File: config.mk
export PLATFORM = sky130hd
export DESIGN_NAME = l1_cache_ctrl
export DESIGN_NICKNAME = d
export VERILOG_FILES = /design/src/rtl/cache_pkg.sv /design/src/rtl/cache_line_array.sv /design/src/rtl/l1_cache_ctrl.sv
export SDC_FILE = /design/constraint.sdc
export NUM_CORES = 1
export LEC_CHECK = 0
export ABC_CLOCK_PERIOD_IN_PS = 4800
export CORE_MARGIN = 2
export CORE_UTILIZATION = 25
export CTS_CLUSTER_DIAMETER = 150
export CTS_CLUSTER_SIZE = 30
export DETAILED_ROUTE_END_ITERATION = 8
export GPL_ROUTABILITY_DRIVEN = 0
export GPL_TIMING_DRIVEN = 0
export SYNTH_ARGS = -nofsm -noshare
export SYNTH_HDL_FRONTEND = slang
export SYNTH_HIERARCHICAL = 1
export SYNTH_SLANG_ARGS = --single-unit
File: constraint.sdc
create_clock -name clk -period 4.8 [get_ports clk]
set_input_delay 0.96 -clock clk [delete_from_list [all_inputs] [get_ports clk]]
set_output_delay 0.96 -clock clk [all_outputs]
set_load 0.005 [all_outputs]
File: src/rtl/cache_pkg.sv
// Shared types and geometry helpers for the L1 cache controller.
package cache_pkg;

    localparam int ADDR_W = 8;
    localparam int DATA_W = 8;

    typedef enum logic [1:0] {
        IDLE   = 2'd0,
        BUS_RD = 2'd1,
        BUS_WR = 2'd2,
        RESP   = 2'd3
    } state_t;

    // Index bits select the line; everything above them is the tag.
    function automatic int idx_w(input int lines);
        return $clog2(lines);
    endfunction

    function automatic int tag_w(input int lines);
        return ADDR_W - $clog2(lines);
    endfunction

endpackage

File: src/rtl/cache_line_array.sv
// Direct-mapped line storage: valid/tag/data per one-byte line, one lookup
// port, one update port and one snoop-invalidate port.
module cache_line_array
    import cache_pkg::*;
#(
    parameter int LINES = 16
) (
    input  logic              clk,
    input  logic              rst,
    input  logic [ADDR_W-1:0] lookup_addr,
    output logic              lookup_hit,
    output logic [DATA_W-1:0] lookup_data,
    input  logic              update_en,
    input  logic [ADDR_W-1:0] update_addr,
    input  logic [DATA_W-1:0] update_data,
    input  logic              snoop_en,
    input  logic [ADDR_W-1:0] snoop_addr
);

    localparam int IDX_W = idx_w(LINES);
    localparam int TAG_W = tag_w(LINES);

    logic [LINES-1:0]  valid;
    logic [TAG_W-1:0]  tags [LINES];
    logic [DATA_W-1:0] data [LINES];

    logic [IDX_W-1:0] lk_idx, up_idx, sn_idx;
    logic [TAG_W-1:0] lk_tag, up_tag, sn_tag;
    logic             snoop_kill;

    assign lk_idx = lookup_addr[IDX_W-1:0];
    assign lk_tag = lookup_addr[ADDR_W-1:IDX_W];
    assign up_idx = update_addr[IDX_W-1:0];
    assign up_tag = update_addr[ADDR_W-1:IDX_W];
    assign sn_idx = snoop_addr[IDX_W-1:0];
    assign sn_tag = snoop_addr[ADDR_W-1:IDX_W];

    // A same-cycle snoop kill on the looked-up line turns the lookup into a miss.
    always_comb begin
        snoop_kill  = snoop_en && valid[sn_idx] && (tags[sn_idx] == sn_tag);
        lookup_hit  = valid[lk_idx] && (tags[lk_idx] == lk_tag) &&
                      !(snoop_kill && (sn_idx == lk_idx));
        lookup_data = data[lk_idx];
    end

    // Valid bits: update is applied after the snoop clear so a fill wins, since
    // the arbitrator ordered our bus transaction after the other port's write.
    always_ff @(posedge clk) begin
        if (rst) begin
            valid <= '0;
        end else begin
            if (snoop_kill) valid[sn_idx] <= 1'b0;
            if (update_en)  valid[up_idx] <= 1'b1;
        end
    end

    // Tag and data storage; deliberately not reset.
    always_ff @(posedge clk) begin
        if (update_en) begin
            tags[up_idx] <= up_tag;
            data[up_idx] <= update_data;
        end
    end

endmodule

File: src/rtl/l1_cache_ctrl.sv
// Direct-mapped write-through L1 cache controller for one arbitrator port.
module l1_cache_ctrl
    import cache_pkg::*;
#(
    parameter int LINES = 16,
    parameter int CNT_W = 16
) (
    input  logic              clk,
    input  logic              rst,
    input  logic              cpu_req,
    input  logic              cpu_we,
    input  logic [ADDR_W-1:0] cpu_addr,
    input  logic [DATA_W-1:0] cpu_wdata,
    output logic [DATA_W-1:0] cpu_rdata,
    output logic              cpu_ready,
    output logic              bus_access,
    output logic              cache_write,
    output logic [ADDR_W-1:0] read_address,
    output logic [ADDR_W-1:0] write_address,
    output logic [DATA_W-1:0] write_data,
    input  logic [DATA_W-1:0] read_data,
    input  logic              finish,
    input  logic              snoop_flag,
    input  logic [ADDR_W-1:0] snoop_addr,
    output logic [CNT_W-1:0]  hit_cnt,
    output logic [CNT_W-1:0]  miss_cnt
);

    state_t            state, state_next;
    logic              lookup_hit;
    logic [DATA_W-1:0] lookup_data;
    logic              update_en;
    logic [ADDR_W-1:0] update_addr;
    logic [DATA_W-1:0] update_data;
    logic              take_hit, take_miss, take_write;

    cache_line_array #(.LINES(LINES)) u_lines (
        .clk         (clk),
        .rst         (rst),
        .lookup_addr (cpu_addr),
        .lookup_hit  (lookup_hit),
        .lookup_data (lookup_data),
        .update_en   (update_en),
        .update_addr (update_addr),
        .update_data (update_data),
        .snoop_en    (snoop_flag),
        .snoop_addr  (snoop_addr)
    );

    // State register.
    always_ff @(posedge clk) begin
        if (rst) state <= IDLE;
        else     state <= state_next;
    end

    // Next state and per-cycle strobes; finish outside the bus states is ignored.
    always_comb begin
        state_next  = state;
        take_hit    = 1'b0;
        take_miss   = 1'b0;
        take_write  = 1'b0;
        update_en   = 1'b0;
        update_addr = read_address;
        update_data = read_data;
        case (state)
            IDLE: begin
                if (cpu_req) begin
                    if (cpu_we) begin
                        take_write = 1'b1;
                        state_next = BUS_WR;
                    end else if (lookup_hit) begin
                        take_hit   = 1'b1;
                        state_next = RESP;
                    end else begin
                        take_miss  = 1'b1;
                        state_next = BUS_RD;
                    end
                end
            end
            BUS_RD: begin
                if (finish) begin
                    update_en  = 1'b1;
                    state_next = RESP;
                end
            end
            BUS_WR: begin
                if (finish) begin
                    update_en   = 1'b1;
                    update_addr = write_address;
                    update_data = write_data;
                    state_next  = RESP;
                end
            end
            RESP:    state_next = IDLE;
            default: state_next = IDLE;
        endcase
    end

    // Registered outputs, derived from the next state so they align with it.
    always_ff @(posedge clk) begin
        if (rst) begin
            bus_access    <= 1'b0;
            cache_write   <= 1'b0;
            cpu_ready     <= 1'b0;
            cpu_rdata     <= '0;
            read_address  <= '0;
            write_address <= '0;
            write_data    <= '0;
            hit_cnt       <= '0;
            miss_cnt      <= '0;
        end else begin
            bus_access  <= (state_next == BUS_RD) || (state_next == BUS_WR);
            cache_write <= (state_next == BUS_WR);
            cpu_ready   <= (state_next == RESP);
            if (take_hit) begin
                cpu_rdata <= lookup_data;
                hit_cnt   <= hit_cnt + 1'b1;
            end
            if (take_miss) begin
                read_address <= cpu_addr;
                miss_cnt     <= miss_cnt + 1'b1;
            end
            if (take_write) begin
                write_address <= cpu_addr;
                write_data    <= cpu_wdata;
            end
            if ((state == BUS_RD) && finish) cpu_rdata <= read_data;
        end
    end

endmodule

* Word-level counts from Yosys, hierarchy flattened *
Memories as Yosys holds them, arrays and structs flattened.
Index checks and enable logic that the tools add are counted.

word-level totals
  word-level logic and storage cells = 82
  memories kept = 2
  flip-flop bits (word level) = 85
  bits in writable memories = 192
  output and inout port bits = 67

operators by class
  $add $sub $neg = 2
  bitwise logic cells = 3
  magnitude comparators = 5
  eq/ne operators = 9
  reductions and logical operators = 13
  multiplexer cells = 37

memories
  memory        depth  bits a word  rd ports  clocked after Yosys merged registers in  wr ports  RTL line                source
  u_lines.data  16     8            1         0                                        1         cache_line_array.sv:25  logic [DATA_W-1:0] data [LINES];
  u_lines.tags  16     4            2         0                                        1         cache_line_array.sv:24  logic [TAG_W-1:0] tags [LINES];

operators with widths
  operator               count
  $mux 16                3
  $mux 8                 6
  $add 16x1->16 const B  2
  $mux 1                 19
  $and 16x16->16         1
  $not 16->16            1
  $or 16x16->16          1
  $lt 4x5->1 const B     3
  $eq 4x4->1             3
  $bmux 1 s4             2
  $demux 1 s4            2
  $eq 2x2->1 const B     4
  $ge 4x1->1 const B     2
  $logic_and 1x1->1      8
  $mux 2                 4
  $pmux 2 s3             1
  $eq 2x1->1 const B     2
  $logic_not 2->1        1
  $reduce_bool 2->1      1
  $reduce_or 2->1        1
  $logic_not 1->1        1
  $logic_or 1x1->1       1

* Depth between registers and ports, before layout *
  word-level depth = 13
  mapped depth = 15
  depth with buffers taken out = 12

* By module *
The synthesis kept the hierarchy.

by module, submodules not included
  module            cells an instance  instances  area an instance (µm²)
  cache_line_array  495                1          9131.3
  l1_cache_ctrl     359                1          3081.7

* Worst setup path before layout *
Ideal clock, no wire load.

  path type = in2reg
  start = input port snoop_addr[1]
  end = register hit_cnt[13]
  stages = 13
  setup time = 0.121 ns
  slack = 0.719 ns
  arrival time = 3.960 ns
  cell sequence = buf_6 > buf_6 > buf_6 > mux2i_1 > a22oi_1 > and3_1 > o221ai_1 > mux2i_1 > a311oi_1 > nand4b_2 > nor4_2 > nand3_1 > mux2_2

on the way
  longest elaborated chain between the ends = 11
  elaborated cells on any way between the ends = 14

RTL lines
  element                                               RTL line                source
  from (decl)                                           l1_cache_ctrl.sv:24     input logic [ADDR_W-1:0] snoop_addr,
  branches (longest 4 deep; another with $mem_v2 16x4)  --
  $logic_and 1x1->1 (*)                                 cache_line_array.sv:42  !(snoop_kill && (sn_idx == lk_idx));
  $logic_not 1->1 (*)                                   cache_line_array.sv:42
  $logic_and 1x1->1 (*)                                 cache_line_array.sv:41  lookup_hit = valid[lk_idx] && (tags[lk_idx] == lk_tag) &&
  via lookup_hit                                        l1_cache_ctrl.sv:30     logic lookup_hit;
  $mux 1 (*)                                            l1_cache_ctrl.sv:71     end else if (lookup_hit) begin
  $mux 1 (*)                                            l1_cache_ctrl.sv:68     if (cpu_we) begin
  $mux 1 (*)                                            l1_cache_ctrl.sv:67     if (cpu_req) begin
  $mux 1 (*)                                            l1_cache_ctrl.sv:65     case (state)
  to (signal assigned)                                  l1_cache_ctrl.sv:117    hit_cnt <= hit_cnt + 1'b1;
  to (decl)                                             l1_cache_ctrl.sv:25     output logic [CNT_W-1:0] hit_cnt,

Mark *: on every way through the listed nets, which the timed path passes. The select of a mux whose other input is x is not followed.
A chain may end at the register's enable or synchronous reset.

* Worst setup path in the final report *
  start = input port cpu_addr[1]
  end = register miss_cnt[15]

on the way
  longest elaborated chain between the ends = 8
  elaborated cells on any way between the ends = 13

RTL lines
  element                                                      RTL line                                        source
  from (decl)                                                  l1_cache_ctrl.sv:12                             input logic [ADDR_W-1:0] cpu_addr,
  $mem_v2 16x4 (tied with other cells)                         --
  $eq 4x4->1 (tied with other cells)                           cache_line_array.sv:41
  $logic_and 1x1->1 / $logic_not 1->1 (equally long branches)  cache_line_array.sv:41, cache_line_array.sv:42
  $logic_and 1x1->1 (*)                                        cache_line_array.sv:41
  via lookup_hit                                               l1_cache_ctrl.sv:30
  $mux 1 (*)                                                   l1_cache_ctrl.sv:71
  $mux 1 (*)                                                   l1_cache_ctrl.sv:68
  $mux 1 (*)                                                   l1_cache_ctrl.sv:67
  $mux 1 (*)                                                   l1_cache_ctrl.sv:65
  to (signal assigned)                                         l1_cache_ctrl.sv:121                            miss_cnt <= miss_cnt + 1'b1;
  to (decl)                                                    l1_cache_ctrl.sv:26                             output logic [CNT_W-1:0] miss_cnt

The timed path passes the listed nets; every way through them passes the cells marked *. The select of a mux whose other input is x is not followed.

==> impl_metrics.tcl <==
set metrics [dict create \
    status "completed" \
    area_growth_pct 21.2 \
    io_pins 105 \
    hold_viol 0 \
    r2r_slack_ns 1.05 \
    h-tree-depth 1 \
    yosysWarnings 6 \
    die_area_um2 50600 \
    postSynth.asyncResetShare 0 \
    worst-setup-path-type "in2reg" \
    clk_pin_slew_ns 0.12 \
    yosysUniqueCellTypes 62 \
    cp-start-kind "primary input" \
    core_um2 47900 \
    crit_slowest_cell "clkdlybuf4s50_1" \
    cts.path.max_buffers 3 \
    drc_errors 0 \
    antenna_found_initial 0 \
    hold_ws_ns 0.481 \
    seq_area_frac_synth 0.611 \
    slew_viol_final 0 \
    vdd_drop_max_v 0.000191 \
    grt_pass1_wl_mm 50.9 \
    cts_tree "done" \
    wire_per_inst_um 21.3 \
    num_antenna_cells 0 \
    mostFrequentLayoutCells "192 x edfxtp_1, 99 x clkdlybuf4s50_1, 85 x dfxtp_1" \
    swShare 0.248 \
    final_cells 1608 \
    gr-usage-all-layers 0.134 \
    cts.root.buffer_cell "clkbuf_16" \
    viasPerCell 4.93 \
    first_pass_iters 5 \
    drive_gt1_frac 0.178 \
    setup_slack_ns 0.229 \
    finalSetupViolCount 0 \
    pwr-share-seq 0.587 \
    synth_edf_count 192 \
    synth_area_um2 12200 \
    reg2reg_to "miss_cnt[15]$_SDFFE_PP0P_" \
    nets 1030 \
    tightest_slew_ns 0.975 \
    hold-path-endpoint "write_address[5]$_SDFFE_PP0P_" \
    rsz0062_at_grt "no" \
    p_total_mw 4.52 \
    p_switching_mw 1.12 \
    cts.hold.buffers_added 0 \
    start_util 0.255 \
    period_minus_slack_ns 4.57 \
    wirelength_mm 34.3 \
    final_util 0.309 \
    max_freq_ghz 0.219 \
    synthCells 854 \
    gr-total-overflow 0 \
    fill_cells 4746 \
    p_leak_nw 4.80 \
    min_from "write_address[5]$_SDFFE_PP0P_" \
    syn-num-nets 898 \
    cts_setup_buffers 0 \
    avgSynthCellArea_um2 14.3 \
    die_w_um 225 \
    hold_class "reg2reg" \
    synthFlopType "edfxtp_1" \
    final_common_cell "edfxtp_1" \
    grt_max_degree 32 \
    max_stage_delay_ns 0.66 \
    worst_ep_required_time_ns 5.22 \
    cp_cell_sequence "clkdlybuf4s50_1, clkdlybuf4s15_2, mux4_2, mux2i_1, xor2_1, a31oi_1, a311oi_4, nand4bb_1, buf_2, or4_4, nor3_1, mux2_2" \
    pwr-share-clk 0.287 \
    ff2ff_path_depth 11 \
    grt_pass1_vias 7796 \
    drtAntennaViolNets 0 \
    dp_hpwl_mm 24.6 \
    cts.sinks 277 \
    numPortBuffers 100 \
    skew_ns 0.0351 \
    place_inst 1586 \
    p_comb_frac 0.125 \
    cellInternalPower_mw 3.40 \
    vias 7929 \
    insertion_delay_ns 0.52 \
    hold_depth 2 \
    pre_cts_ws_ns -1.35 \
    cap_violations 0 \
    end_kind "register" \
    synth_seq_cells 277 \
    crit_arrival_ns 4.99 \
    period_share 0.952 \
    r2r_start "u_lines/tags[5][1]$_DFFE_PP_" \
    slew_headroom 0.346 \
    power_density_nw_per_um2 305 \
    die_h_um 225 \
    drt_iter0_drc 820 \
    crit_fanout 10 \
    rows 80 \
    cts_buffers 13 \
]
state kept, by name, summed over array words and instances, names as in the netlist:
register,cells
u_lines/valid,16
state,2
read_address,8
write_data,8
u_lines/data,128
bus_access,1
cache_write,1
cpu_ready,1
u_lines/tags,64
cpu_rdata,8
hit_cnt,16
write_address,8
miss_cnt,16
worst max-delay path, delay by kind of cell:
| family | cells | cell delay (ns) |
|---|---|---|
| mux | 3 | 1.07 |
| xor+xnor | 1 | 0.09 |
| buf+inv | 3 | 1.36 |
| simple gates | 3 | 1.00 |
| compound gates | 2 | 0.50 |
power by group through the flow:
stage | Clock (mW) | Sequential, mW | Combinational (mW)
after floorplan | 0 | 2.70 | 0.321
after global placement | 0 | 2.71 | 0.540
after detailed placement | 0 | 2.71 | 0.563
after CTS | 1.33 | 2.65 | 0.567
after global routing | 1.42 | 2.66 | 0.609
final | 1.30 | 2.65 | 0.566
logic make-up after synthesis:
logic type                 share of synthesized area
DFF                                            0.611
and+or+nand+nor                               0.0958
muxes                                          0.176
AOI/OAI and AO/OA                             0.0658
buffers and inverters                         0.0234
xor gates and xnor gates                      0.0215
adders and majority gates                    0.00615
per-stage QoR:
step	instance area, µm²	TNS (ns)
after global placement	14000	-131.33
after global routing	14800	0
after CTS	14800	0
after detailed placement	14300	-41.19
final	14800	0
after floorplan	12200	0
synthesized netlist by cell type, types with 2 or more instances:
cell / number / area, µm²
buf_1: 8 / 30.0
nor3_1: 19 / 95.1
inv_1: 12 / 45.0
buf_2: 12 / 60.1
ha_1: 6 / 75.1
a2111oi_4: 4 / 110
a211oi_1: 25 / 188
nor4_1: 4 / 25.0
a21oi_1: 38 / 190
a211oi_2: 2 / 25.0
dfxtp_1: 85 / 1700
mux2_1: 2 / 22.5
xnor2_1: 17 / 149
nand2_1: 65 / 244
clkbuf_1: 20 / 75.1
nand4b_1: 2 / 17.5
nand2b_1: 5 / 31.3
buf_4: 4 / 30.0
and2_1: 3 / 18.8
mux2i_1: 46 / 460
nor2_1: 81 / 304
o21ai_0: 11 / 55.1
edfxtp_1: 192 / 5770
a22o_1: 2 / 17.5
a22oi_1: 12 / 90.1
xor2_1: 13 / 114
and4_1: 3 / 26.3
buf_6: 4 / 45.0
nand3b_1: 3 / 22.5
or3_1: 7 / 43.8
nand3_1: 10 / 50.1
o21ai_1: 3 / 15.0
nor2b_1: 8 / 50.1
o221ai_1: 2 / 17.5
and3_1: 7 / 43.8
mux4_2: 64 / 1440
nand4_1: 9 / 56.3
mux2_2: 20 / 225
how the worst max path moves through the flow:
stage                                   end  slack, ns          start  depth (start not counted)
6_report          miss_cnt[15]$_SDFFE_PP0P_       0.23    cpu_addr[1]                         12
2_1_floorplan      hit_cnt[13]$_SDFFE_PP0P_       0.72  snoop_addr[1]                         13
4_1_cts           miss_cnt[15]$_SDFFE_PP0P_       0.02    cpu_addr[3]                         13
3_5_place_dp       hit_cnt[13]$_SDFFE_PP0P_      -1.35    cpu_addr[3]                         11
3_3_place_gp   u_lines/data[0][1]$_DFFE_PP_      -1.47         finish                          6
5_1_grt           miss_cnt[15]$_SDFFE_PP0P_       0.06    cpu_addr[1]                         13
layout make-up:
cell class,count,area [µm²],area share
repair buffers,117,1310,0.0883
clock inverters,2,38.8,0.00262
plain buffers,48,275,0.0186
flip-flops and latches,277,7470,0.505
multi-input cells,517,4550,0.307
well taps,615,769,0.0520
clock buffers,20,352,0.0238
inverters,12,45.0,0.00304
routing by layer:
| metal | wire length [µm] | GRT usage |
|---|---|---|
| met1 | 15400 | 0.192 |
| met2 | 15900 | 0.216 |
| met3 | 2500 | 0.0196 |
| met4 | 592 | 0.0267 |
| met5 | 0 | 0 |
what timing repair did:
action | in CTS | in global routing
pin swaps | 0 | 0
resized for setup | 11 | 10
cloned | 0 | 0
setup endpoints to repair | 37 | 17
(Power assumes the default switching activity.)
